## src/rtl/if_pkg.sv

```systemverilog
// if_pkg: shared types and constants for the instruction-fetch queue.
//   fetch_entry_t : default-width (32-bit) queue entry {pc, instr}
//   BR_ABS/BR_REL : branch-target modes (absolute offset / PC-relative)
//   PC_STEP       : byte increment between sequential fetches
package if_pkg;

    localparam int unsigned FETCH_XLEN = 32;

    localparam int unsigned BR_ABS  = 0;
    localparam int unsigned BR_REL  = 1;
    localparam int unsigned PC_STEP = 4;

    typedef struct packed {
        logic [FETCH_XLEN-1:0] pc;
        logic [FETCH_XLEN-1:0] instr;
    } fetch_entry_t;

endpackage

```

## src/rtl/fetch_fifo.sv

```systemverilog
// fetch_fifo: small power-of-two FIFO holding fetched entries.
//   i_clk, i_rst_n : clock, asynchronous active-low reset
//   i_push, i_data : write an entry (ignored when full without a pop)
//   i_pop          : retire the head entry (ignored when empty)
//   i_flush        : discard all entries; wins over push/pop
//   o_head         : head entry, read straight from the storage registers
//   o_valid        : head entry present
//   o_count        : number of stored entries (0..Q_DEPTH)
module fetch_fifo
    import if_pkg::*;
#(
    parameter int unsigned Q_DEPTH = 4,
    parameter type         T       = fetch_entry_t
) (
    input  logic                     i_clk,
    input  logic                     i_rst_n,
    input  logic                     i_push,
    input  logic                     i_pop,
    input  logic                     i_flush,
    input  T                         i_data,
    output T                         o_head,
    output logic                     o_valid,
    output logic [$clog2(Q_DEPTH):0] o_count
);

    localparam int unsigned AW = $clog2(Q_DEPTH);
    localparam int unsigned CW = AW + 1;

    T                r_mem [Q_DEPTH];
    logic [AW-1:0]   r_rd_ptr;
    logic [AW-1:0]   r_wr_ptr;
    logic [CW-1:0]   r_count;

    logic            w_full;
    logic            w_empty;
    logic            w_wr_en;
    logic            w_rd_en;

    assign w_empty = (r_count == '0);
    assign w_full  = (r_count == CW'(Q_DEPTH));
    assign w_rd_en = i_pop && !w_empty;
    // When full, a same-cycle pop frees the head slot, which is exactly
    // where the write pointer sits.
    assign w_wr_en = i_push && (!w_full || w_rd_en);

    always_ff @(posedge i_clk or negedge i_rst_n) begin
        if (!i_rst_n) begin
            r_rd_ptr <= '0;
            r_wr_ptr <= '0;
            r_count  <= '0;
        end else if (i_flush) begin
            r_rd_ptr <= '0;
            r_wr_ptr <= '0;
            r_count  <= '0;
        end else begin
            if (w_wr_en) r_wr_ptr <= r_wr_ptr + 1'b1;
            if (w_rd_en) r_rd_ptr <= r_rd_ptr + 1'b1;
            r_count <= r_count + {{AW{1'b0}}, w_wr_en} - {{AW{1'b0}}, w_rd_en};
        end
    end

    always_ff @(posedge i_clk) begin
        if (w_wr_en && !i_flush) r_mem[r_wr_ptr] <= i_data;
    end

    assign o_head  = r_mem[r_rd_ptr];
    assign o_valid = !w_empty;
    assign o_count = r_count;

endmodule

```

## src/rtl/if_fetch_queue.sv

```systemverilog
// if_fetch_queue: instruction-fetch stage with a prefetch queue and redirect.
//   clk, rst            : clock, asynchronous active-low reset
//   brTaken             : redirect from EX (wins over freeze and pop)
//   brOffset, brPC      : target = BR_MODE ? brPC + brOffset : brOffset
//   freeze              : hazard stall (no issue, no pop)
//   imem_req/imem_addr  : synchronous instruction-memory read port
//   imem_rdata          : read data, one cycle after imem_req
//   out_valid/out_ready : handshake toward decode
//   PC, instruction     : head entry (0 while out_valid is low)
module if_fetch_queue
    import if_pkg::*;
#(
    parameter int unsigned    XLEN     = 32,
    parameter int unsigned    IMEM_AW  = 8,
    parameter int unsigned    Q_DEPTH  = 4,
    parameter int unsigned    BR_MODE  = BR_REL,
    parameter logic [XLEN-1:0] RESET_PC = '0
) (
    input  logic               clk,
    input  logic               rst,
    input  logic               brTaken,
    input  logic [XLEN-1:0]    brOffset,
    input  logic [XLEN-1:0]    brPC,
    input  logic               freeze,
    output logic               imem_req,
    output logic [IMEM_AW-1:0] imem_addr,
    input  logic [XLEN-1:0]    imem_rdata,
    output logic               out_valid,
    input  logic               out_ready,
    output logic [XLEN-1:0]    PC,
    output logic [XLEN-1:0]    instruction
);

    localparam int unsigned CW = $clog2(Q_DEPTH) + 1;

    typedef struct packed {
        logic [XLEN-1:0] pc;
        logic [XLEN-1:0] instr;
    } entry_t;

    logic [XLEN-1:0] r_fpc;
    logic [XLEN-1:0] r_issued_pc;
    logic            r_inflight;

    logic [CW-1:0]   w_count;
    logic [CW:0]     w_occupancy;
    logic            w_issue;
    logic            w_kill;
    logic            w_push;
    logic            w_pop;
    logic            w_valid;
    logic [XLEN-1:0] w_target_raw;
    logic [XLEN-1:0] w_target;
    entry_t          w_push_data;
    entry_t          w_head;

    // Credit check counts the outstanding response, so every response
    // is guaranteed a free slot when it arrives.
    assign w_occupancy = {1'b0, w_count} + {{CW{1'b0}}, r_inflight};
    assign w_issue     = rst && !freeze && !brTaken
                         && (w_occupancy < (CW+1)'(Q_DEPTH));

    assign w_target_raw = (BR_MODE == BR_REL) ? (brPC + brOffset) : brOffset;
    assign w_target     = {w_target_raw[XLEN-1:2], 2'b00};

    // A response can only be outstanding for one cycle, so it arrives in
    // the very cycle a redirect is raised; killing it is a same-cycle drop.
    assign w_kill = brTaken;
    assign w_push = r_inflight && !w_kill;
    assign w_pop  = w_valid && out_ready && !freeze && !brTaken;

    assign w_push_data.pc    = r_issued_pc;
    assign w_push_data.instr = imem_rdata;

    always_ff @(posedge clk or negedge rst) begin
        if (!rst) begin
            r_fpc       <= RESET_PC;
            r_issued_pc <= '0;
            r_inflight  <= 1'b0;
        end else if (brTaken) begin
            r_fpc      <= w_target;
            r_inflight <= 1'b0;
        end else begin
            r_inflight <= w_issue;
            if (w_issue) begin
                r_issued_pc <= r_fpc;
                r_fpc       <= r_fpc + XLEN'(PC_STEP);
            end
        end
    end

    fetch_fifo #(
        .Q_DEPTH (Q_DEPTH),
        .T       (entry_t)
    ) u_fifo (
        .i_clk   (clk),
        .i_rst_n (rst),
        .i_push  (w_push),
        .i_pop   (w_pop),
        .i_flush (brTaken),
        .i_data  (w_push_data),
        .o_head  (w_head),
        .o_valid (w_valid),
        .o_count (w_count)
    );

    assign imem_req    = w_issue;
    assign imem_addr   = r_fpc[IMEM_AW+1:2];
    assign out_valid   = w_valid;
    assign PC          = w_valid ? w_head.pc    : '0;
    assign instruction = w_valid ? w_head.instr : '0;

endmodule

```

## config.mk

```make
export PLATFORM = sky130hd
export DESIGN_NAME = if_fetch_queue
export DESIGN_NICKNAME = d
export VERILOG_FILES = /design/src/rtl/if_pkg.sv /design/src/rtl/fetch_fifo.sv /design/src/rtl/if_fetch_queue.sv
export SDC_FILE = /design/constraint.sdc
export NUM_CORES = 1
export LEC_CHECK = 0
export CORE_MARGIN = 2
export CORE_UTILIZATION = 39
export DETAILED_ROUTE_END_ITERATION = 10
export RECOVER_POWER = 50
export REMOVE_ABC_BUFFERS = 1
export SLEW_MARGIN = 15
export SYNTH_ARGS = -nofsm -noshare
export SYNTH_HDL_FRONTEND = slang
export SYNTH_SLANG_ARGS = --single-unit
```

## constraint.sdc

```tcl
create_clock -name clk -period 5.3 [get_ports clk]
set_input_delay 1.06 -clock clk [delete_from_list [all_inputs] [get_ports clk]]
set_output_delay 1.06 -clock clk [all_outputs]
set_load 0.03 [all_outputs]
```

==> results of run 1 <==
## through the flow
step | util | instances | area, um^2 | hold slack (ps) | worst slack [ps]
finish | 0.482 | 1688 | 17700 | 510 | 885
global route | 0.482 | 1688 | 17700 | 536 | 570
CTS | 0.482 | 1688 | 17700 | 516 | 1010
detailed placement | 0.457 | 1631 | 16700 | 500 | 1450
global placement | 0.457 | 1631 | 16700 | 489 | 1520
floorplan | - | 977 | 14300 | 447 | 813
## critical path, cell delays in order (launching register included)
cell and delay (ps):
dfrtp_1 460, nor3_1 430, clkinv_2 820, and2_1 410, clkdlybuf4s50_1 640
## synthesized netlist by cell type, types with 4 or more instances
library cell  instances  area (um^2)
or3_1                 4         25.0
a211o_1               4         35.0
a211oi_1              7         52.6
and2_1               69          432
edfxtp_1            248         7450
inv_1                23         86.3
buf_1                 7         26.3
dfrtp_1              68         1700
o22ai_1               6         37.5
xnor2_1              21          184
buf_2                 9         45.0
a21o_1                6         45.0
o31ai_1               5         37.5
a31oi_1               4         25.0
nand2_1             130          488
mux2i_1               6         60.1
nand3_1              19         95.1
o21bai_1              7         52.6
a21oi_1              47          235
nor3_1               18         90.1
and3_1                9         56.3
mux4_2               62         1400
clkbuf_1             25         93.8
nor2_1               41          154
nand2b_1              5         31.3
buf_4                11         82.6
xor2_1               17          149
nand4_1              15         93.8
ha_1                 38          475
nor2b_1               4         25.0
o21ai_0              28          140
## cells by family after synthesis
logic type / after synthesis
DFF: 316
muxes: 70
and+or+nand+nor: 334
AOI/OAI and AO/OA: 155
buffers and inverters: 75
adders and majority gates: 39
xor gates and xnor gates: 38
other: 1
## sequential cells by signal, summed over array words and instances, names as in the netlist
signal and cells:
u_fifo.r_wr_ptr 2, u_fifo.r_mem 248, r_fpc 30, r_inflight 1, u_fifo.o_count 3, u_fifo.r_rd_ptr 2
r_issued_pc 30
## power by group through the flow
stage / Combinational, mW / Sequential [mW] / Clock, mW
after floorplan: 0.599 / 3.09 / 0
after global placement: 1.02 / 3.10 / 0
after detailed placement: 1.02 / 3.12 / 0
after CTS: 1.03 / 3.07 / 2.08
after global routing: 1.11 / 3.10 / 2.17
final: 1.01 / 3.07 / 2.01
## metal layers
metal	part of all wire	wire length (um)	global-route usage	vias to the layer above
li1	-	-	-	4216
met1	0.46	14200	0.218	4290
met2	0.48	14700	0.265	192
met3	0.042	1280	0.0197	40
met4	0.018	538	0.0376	0
met5	0	0	0	-
## worst max path at each step
stage                             to  slack, ps  depth (start not counted)
2_1_floorplan                 PC[10]        810                          2
3_3_place_gp   r_fpc[24]$_DFFE_PN0N_       1520                          9
3_5_place_dp   r_fpc[24]$_DFFE_PN0N_       1450                          9
4_1_cts                       PC[19]       1010                          4
5_1_grt                       PC[15]        570                          4
6_report                      PC[20]        880                          4
## cell type report
type	count	share of cell area
clock inverters	17	0.00631
well taps	468	0.0332
clock buffers	40	0.0464
multi-input cells	638	0.285
flip-flops and latches	316	0.518
repair buffers	186	0.105
inverters	23	0.00496
==> summary by stage, run 1 <==
Clocking
The post-CTS setup repair buffer count is 0. TritonCTS created 31 clock buffers. The post-cts resize count is 0.

The cell at the root of the clock tree is clkbuf_16. The maximum clock path buffer count is 3. The clock input transition at the sequential cells of the worst setup and hold paths is 60 ps.

Buffers inserted to repair hold after CTS numbered 0. Clock tree synthesis found a total of 316 sinks. The deepest level of the CTS H-tree is 1. The later pin in the worst-skew pair is clocked with a latency of 550 ps. TritonCTS built the clock tree.

Finish
The area growth from synthesis to layout is 21.7%. The proportion of layout cells with a drive suffix above 1 is 0.118. Leaving out fill and tap cells, the most frequent cells in the layout are 248 x edfxtp_1, 137 x clkdlybuf4s50_1, 130 x nand2_1, 66 x dfrtp_1, 65 x and2_1. 0 antenna diodes ended up in the layout. After the last flow step, the layout net total stands at 1,336. The combined area of the multi-input logic cells is 5040 um^2. Leaving out fill and tap cells, the most frequent cell in the layout is edfxtp_1. The sequential cell area is 9150 um^2. The fill cell instance count of the final layout is 3,232.

Synth
The synthesized area divided by synthesized cell count is 14.1 um^2. The cell count after synthesis came out at 1,028. The Yosys warning count is 0. The share of synthesized registers carrying an async set or reset is 0.215. The count of flip-flops with a built-in enable after synthesis is 248. The synthesized-area fraction occupied by ao, oa, aoi and oai cells was 0.0720. The synthesized netlist contains 73 unique library cells. The adder-cell area share of the yosys netlist is 0.0342.

After synthesis, the largest family of logic cells by area is simple AND/OR/NAND/NOR gates. Of the total synthesized cell area, the portion taken by AND, OR, NAND and NOR gates is 0.115. Of the synthesized area, sequential elements account for 0.631. The register bit count reported by yosys is 316. The post-synthesis cell area is 14,500 um^2. The fraction of synthesized area in multiplexers is 0.102. Of the total synthesized cell area, the portion taken by XOR and XNOR cells is 0.0229. The leading register cell type out of synthesis is edfxtp_1.

Power and ir drop
The worst vdd rail ir drop is 221 uV. Of the total power, the share spent switching nets is 0.266. Summing internal, switching and leakage power gives 6.09 mW.

The power per unit of standard cell area is 345 nW/um^2. The relative contribution of the clock network to total power is 0.331. The cell-internal power is 4.47 mW.

Summed over all cells, the static leakage comes to 6.21 nW. For this design the total switching power over the nets is 1.62 mW. The share of total power dissipated in combinational logic is 0.166.

Of the total power, registers draw 0.504.

Floorplan
After floorplanning, the core was sized to cover 36,600 um^2. The die covers 38,800 um^2. The number of core rows is 70. The width of the die is 197 um.

The height of the die is 197 um. The number of top-level pins is 175. The effective utilization at floorplan is 0.396.

Route
The per-cell routed wire length is 18.2 um. For this run, the detailed router's first-pass iteration total came to 5. The first routing iteration left 482 violations. After detailed routing, the total wire length is 30,700 um. The post-route antenna net violation count is 0. The via-per-instance ratio is 5.18. Summing over every cut layer, the via total after detailed routing is 8,738. The remaining routing DRC violations is 0.

Place
In this run the tool buffered the top-level ports with 172 buffer cells. The detailed-placement wirelength estimate is 19,900 um. The routability-driven placement congestion ratio is 0.813.

Global routing
The via count of the first global-routing pass was 8,860. The overall overflow remaining after global route is 0. In the global route stage, overall resource usage came out at 0.157. Entering global routing, the biggest net connects 69 pins. The first global-routing pass estimated 48,600 um of wire. The number of antenna violations at the first check in global routing was 0.

Worst setup path
In this run the critical register-to-register path is launched from u_fifo.o_count[1]$_DFF_PN0_. The setup check on the worst reg-to-reg path leaves a slack of 1300 ps. The required time of the critical path is 4240 ps. The number of cells on the worst reg-to-reg path is 9. The kind of launch point of the worst setup path is a register. Data on the critical path arrives at its endpoint at 3360 ps. The critical path is of the reg -> out type.

The endpoint identified for the worst register-to-register timing path is r_fpc[11]$_DFFE_PN0N_. Of all nets on the critical path, the largest fanout is 63. The first element of the critical path is u_fifo.o_count[1]$_DFF_PN0_. The element type at the critical path end is a primary output.

STA
The setup skew after layout is 19.5 ps. The final-report max-slew violation count is 46. Subtracting the final worst setup slack from the clock period gives 4420 ps. The achievable clock frequency is 0.226 GHz. The number of hold-slack violations in the final timing report is 0.

The ratio of final minimum period to clock period is 0.833. At the pin with the least slew margin, the transition time is 2190 ps. Setup repair after global routing left no endpoint under its margin. In this run the tightest slew margin relative to its limit is -0.462.

The accumulated negative setup slack is 0 ps. Setup violations remaining at the end of the flow were counted as 0.

Worst hold path
The worst hold path begins at r_fpc[29]$_DFFE_PN0N_. The kind of path behind the tightest hold check is reg -> reg. The terminating pin of the worst hold path is r_issued_pc[29]$_DFFE_PN0P_. The worst hold path cell count is 2.

Run
The tool flagged a number of max-cap violations equal to 1.

Status
The run finished, with violations left. The final reports fail on max-capacitance violations, max-slew violations.
No activity file was read; power rests on OpenSTA's default activity.
==> run 2: changes to the inputs <==
clock period = 4.1 ns   (was 5.3 ns; I/O delays follow)
==> run 2 against run 1 <==
Against the previous run: the run still ends with max-capacitance violations, max-slew violations left; sequential cell count unchanged; sequential power grew 29%; routed wire length down 0.18%; cell count rose by 0.36%; register-to-register slack lost 530 ps; clock power grew 44%; worst setup slack got worse by 630 ps; design area grew 1.0%; count of clock-buffer cells in the layout is 2 lower; first-iteration DRC count fell by 11%; global-route usage rose by 0.058 points; sequential share of layout area fell by 0.53 points; critical path type unchanged; largest power group unchanged.
==> summary by stage, run 2 (same netlist as run 1, synthesis figures left out) <==
Worst setup path
The required time of the critical path is 3280 ps (-960 ps). The kind of launch point of the worst setup path is a register. The arrival time of data at the critical path endpoint is 3030 ps (-330 ps). The maximum fanout along the worst path was 24 (-62%). The worst setup path is captured at a primary output. The start-to-end type of the worst setup path is reg -> out.

Power and ir drop
The leakage power of the design is 6.29 nW (+1.4%). The post-route total power is 8.17 mW (+34%). The sequential share of power was 0.485 (-0.019). The portion of total power attributed to combinational logic came to 0.162 (-0.004).

The net switching power came to 2.14 mW (+32%). The relative contribution of the clock network to total power is 0.353 (+0.022). The power per unit of standard cell area is 458 nW/um^2 (+33%). The cell-internal power was 6.04 mW (+35%). The switching power as a share of total power came to 0.262 (-0.00434). The worst vdd rail ir drop is 264 uV (+20%).

STA
The routed design could run at a clock period as short as 3850 ps. The number of hold-slack violations in the final timing report was 0 (unchanged). The total of endpoints with negative setup slack in the final report is 0 (unchanged). Setup repair after global routing left no endpoint under its margin.

In the finished design, the share of the clock period the worst path needs comes to 0.938. The final-report max-slew violation count is 107 (+130%). The slew at the pin closest to its max-slew limit is 1780 ps (-416 ps).

The accumulated negative setup slack is 0 ps (unchanged). The relative max-transition margin came to -0.185 (+0.277). Timing would allow up to 0.260 GHz. The post-route worst hold slack is 524 ps (+13.3 ps). The setup skew after layout is 11.4 ps (-8.03 ps).

Route
The via-per-instance ratio is 5.18 (about the same). The total routed wirelength is 30,600 um (-0.18%). The iteration-0 DRC count of the detailed router came to 427 (-11%). The remaining routing DRC violations is 0 (unchanged). The per-cell routed wire length was 18.1 um (-0.54%).

The post-route antenna net violation count was 0 (unchanged). The total iterations of the first detailed-routing run came to 6 (+1). The total vias in the final route is 8,776 (+0.43%).

Global routing
The overall overflow remaining after global route is 0 (unchanged). The first-pass GRT wire length is 48,200 um (-0.72%). The number of antenna violations at the first check in global routing is 0 (unchanged).

The via count of the first global-routing pass is 9,000 (+1.6%). The aggregate global-route resource usage is 0.158 (+0.000584). The maximum number of pins on one net before global-route repair is 69 (unchanged).

Finish
The number of nets at the end of the flow is 1,342 (+0.45%). The fill cell instance count of the final layout came to 3,233 (+0.031%). The most frequent standard cell in the layout excluding fill and tap cells is edfxtp_1.

The area growth from synthesis to layout is 23.0%. The register containing the most flip-flops in the final layout is u_fifo.r_mem. The number of diodes added for antenna fixing is 0 (unchanged).

The proportion of layout cells with a drive suffix above 1 is 0.126 (+0.00839). The largest registers in the layout are u_fifo.r_mem: 248 flops, r_fpc: 30 flops, r_issued_pc: 30 flops. The number of flip-flops under the largest register name is 248 (unchanged). In the layout the commonest cells are 248 x edfxtp_1, 137 x clkdlybuf4s50_1, 130 x nand2_1, 66 x dfrtp_1, 65 x and2_1.

Clocking
The total clock sinks is 316 (unchanged). The post-cts resize count came to 0 (unchanged). The deepest level of the CTS H-tree came to 1 (unchanged). Clock tree synthesis selected as its root buffer the cell clkbuf_16. The clock tree from TritonCTS is done. The number of buffers inserted for hold repair after clock tree synthesis is 0 (unchanged). The number of buffers inserted during clock tree synthesis was 31 (unchanged). The post-CTS setup repair buffer count is 0 (unchanged). The clock latency reported for the late side of the worst-skew pair is 550 ps (about the same). The clock input transition at the sequential cells of the worst setup and hold paths is 60 ps (about the same). The maximum clock path buffer count is 3 (unchanged).

Status
The checks that failed: max-capacitance violations, max-slew violations. The flow ran to the end, but the final reports show violations.

Place
The count of input and output buffers came to 172 (unchanged). The routability-driven placement congestion ratio is 0.849 (+4.4%). The detailed-placement wirelength estimate came to 20,400 um (+2.1%).

Floorplan
The effective utilization at floorplan is 0.396 (unchanged). The number of top-level pins is 175 (unchanged). The height of the die is 197 um (unchanged). The number of core rows came to 70 (unchanged).

The area of the core was 36,600 um^2 (unchanged). The width of the die was 197 um (unchanged). The die area is 38,800 um^2 (unchanged).

Run
The max-capacitance violation count is 2 (+1).

Worst hold path
The path class of the tightest hold or removal check is reg -> reg.
==> run 2: routing by layer <==
metal | part of all wire | vias to the layer above | global-route usage
met5 | 0 | - | 0
met4 | 0.017 | 0 | 0.0376
met3 | 0.041 | 31 | 0.0192
met2 | 0.49 | 188 | 0.270
met1 | 0.45 | 4319 | 0.216
li1 | - | 4238 | -
==> run 2: worst paths after layout <==
kind	startpoint	end	slack, ps	cells after the start
worst max-delay path	u_fifo.r_rd_ptr[0]$_DFFE_PN0P_	PC[26]	250	4
worst min-delay path	r_issued_pc[2]$_DFFE_PN0P_	u_fifo.r_mem[1][34]$_DFFE_PP_	520	0
worst max register to register	u_fifo.o_count[1]$_DFF_PN0_	r_fpc[24]$_DFFE_PN0N_	770	10
worst min register to register	r_issued_pc[2]$_DFFE_PN0P_	u_fifo.r_mem[1][34]$_DFFE_PP_	520	0
max in group asynchronous	rst	u_fifo.r_rd_ptr[0]$_DFFE_PN0P_	1980	2
min in group asynchronous	rst	r_fpc[2]$_DFFE_PN0N_	850	2
==> run 2: through the flow <==
stage | cell area, um^2 | utilization | cells | setup WS [ps]
3_3_place_gp | 16800 | 0.459 | 1637 | 499
4_1_cts | 17900 | 0.488 | 1694 | 145
3_5_place_dp | 16800 | 0.459 | 1637 | 466
5_1_grt | 17800 | 0.487 | 1694 | 67.7
6_report | 17800 | 0.487 | 1694 | 254
2_1_floorplan | 14300 | - | 977 | -147
==> run 2: power by group through the flow <==
stage               logic (mW)  registers (mW)  clock network [mW]
floorplan                0.775            4.00                   0
global placement          1.33            4.01                   0
detailed placement        1.34            4.03                   0
CTS                       1.35            3.96                2.98
global route              1.45            4.00                3.10
finish                    1.32            3.96                2.89
==> run 2: final cells by class <==
cell class                 instances  area, um^2  area share
multi-input combinational        638        5030       0.282
clock buffer                      38         842      0.0472
timing repair buffer             192        1930       0.108
tap                              468         586      0.0328
clock inverter                    19         213      0.0119
inverter                          23        86.3     0.00484
sequential                       316        9150       0.513
==> run 2: worst max-delay path, cell delays in order, from the launching register on <==
cell             delay, ps
dfrtp_4                760
buf_4                  370
mux4_2                 560
and2_1                 180
clkdlybuf4s50_1        580
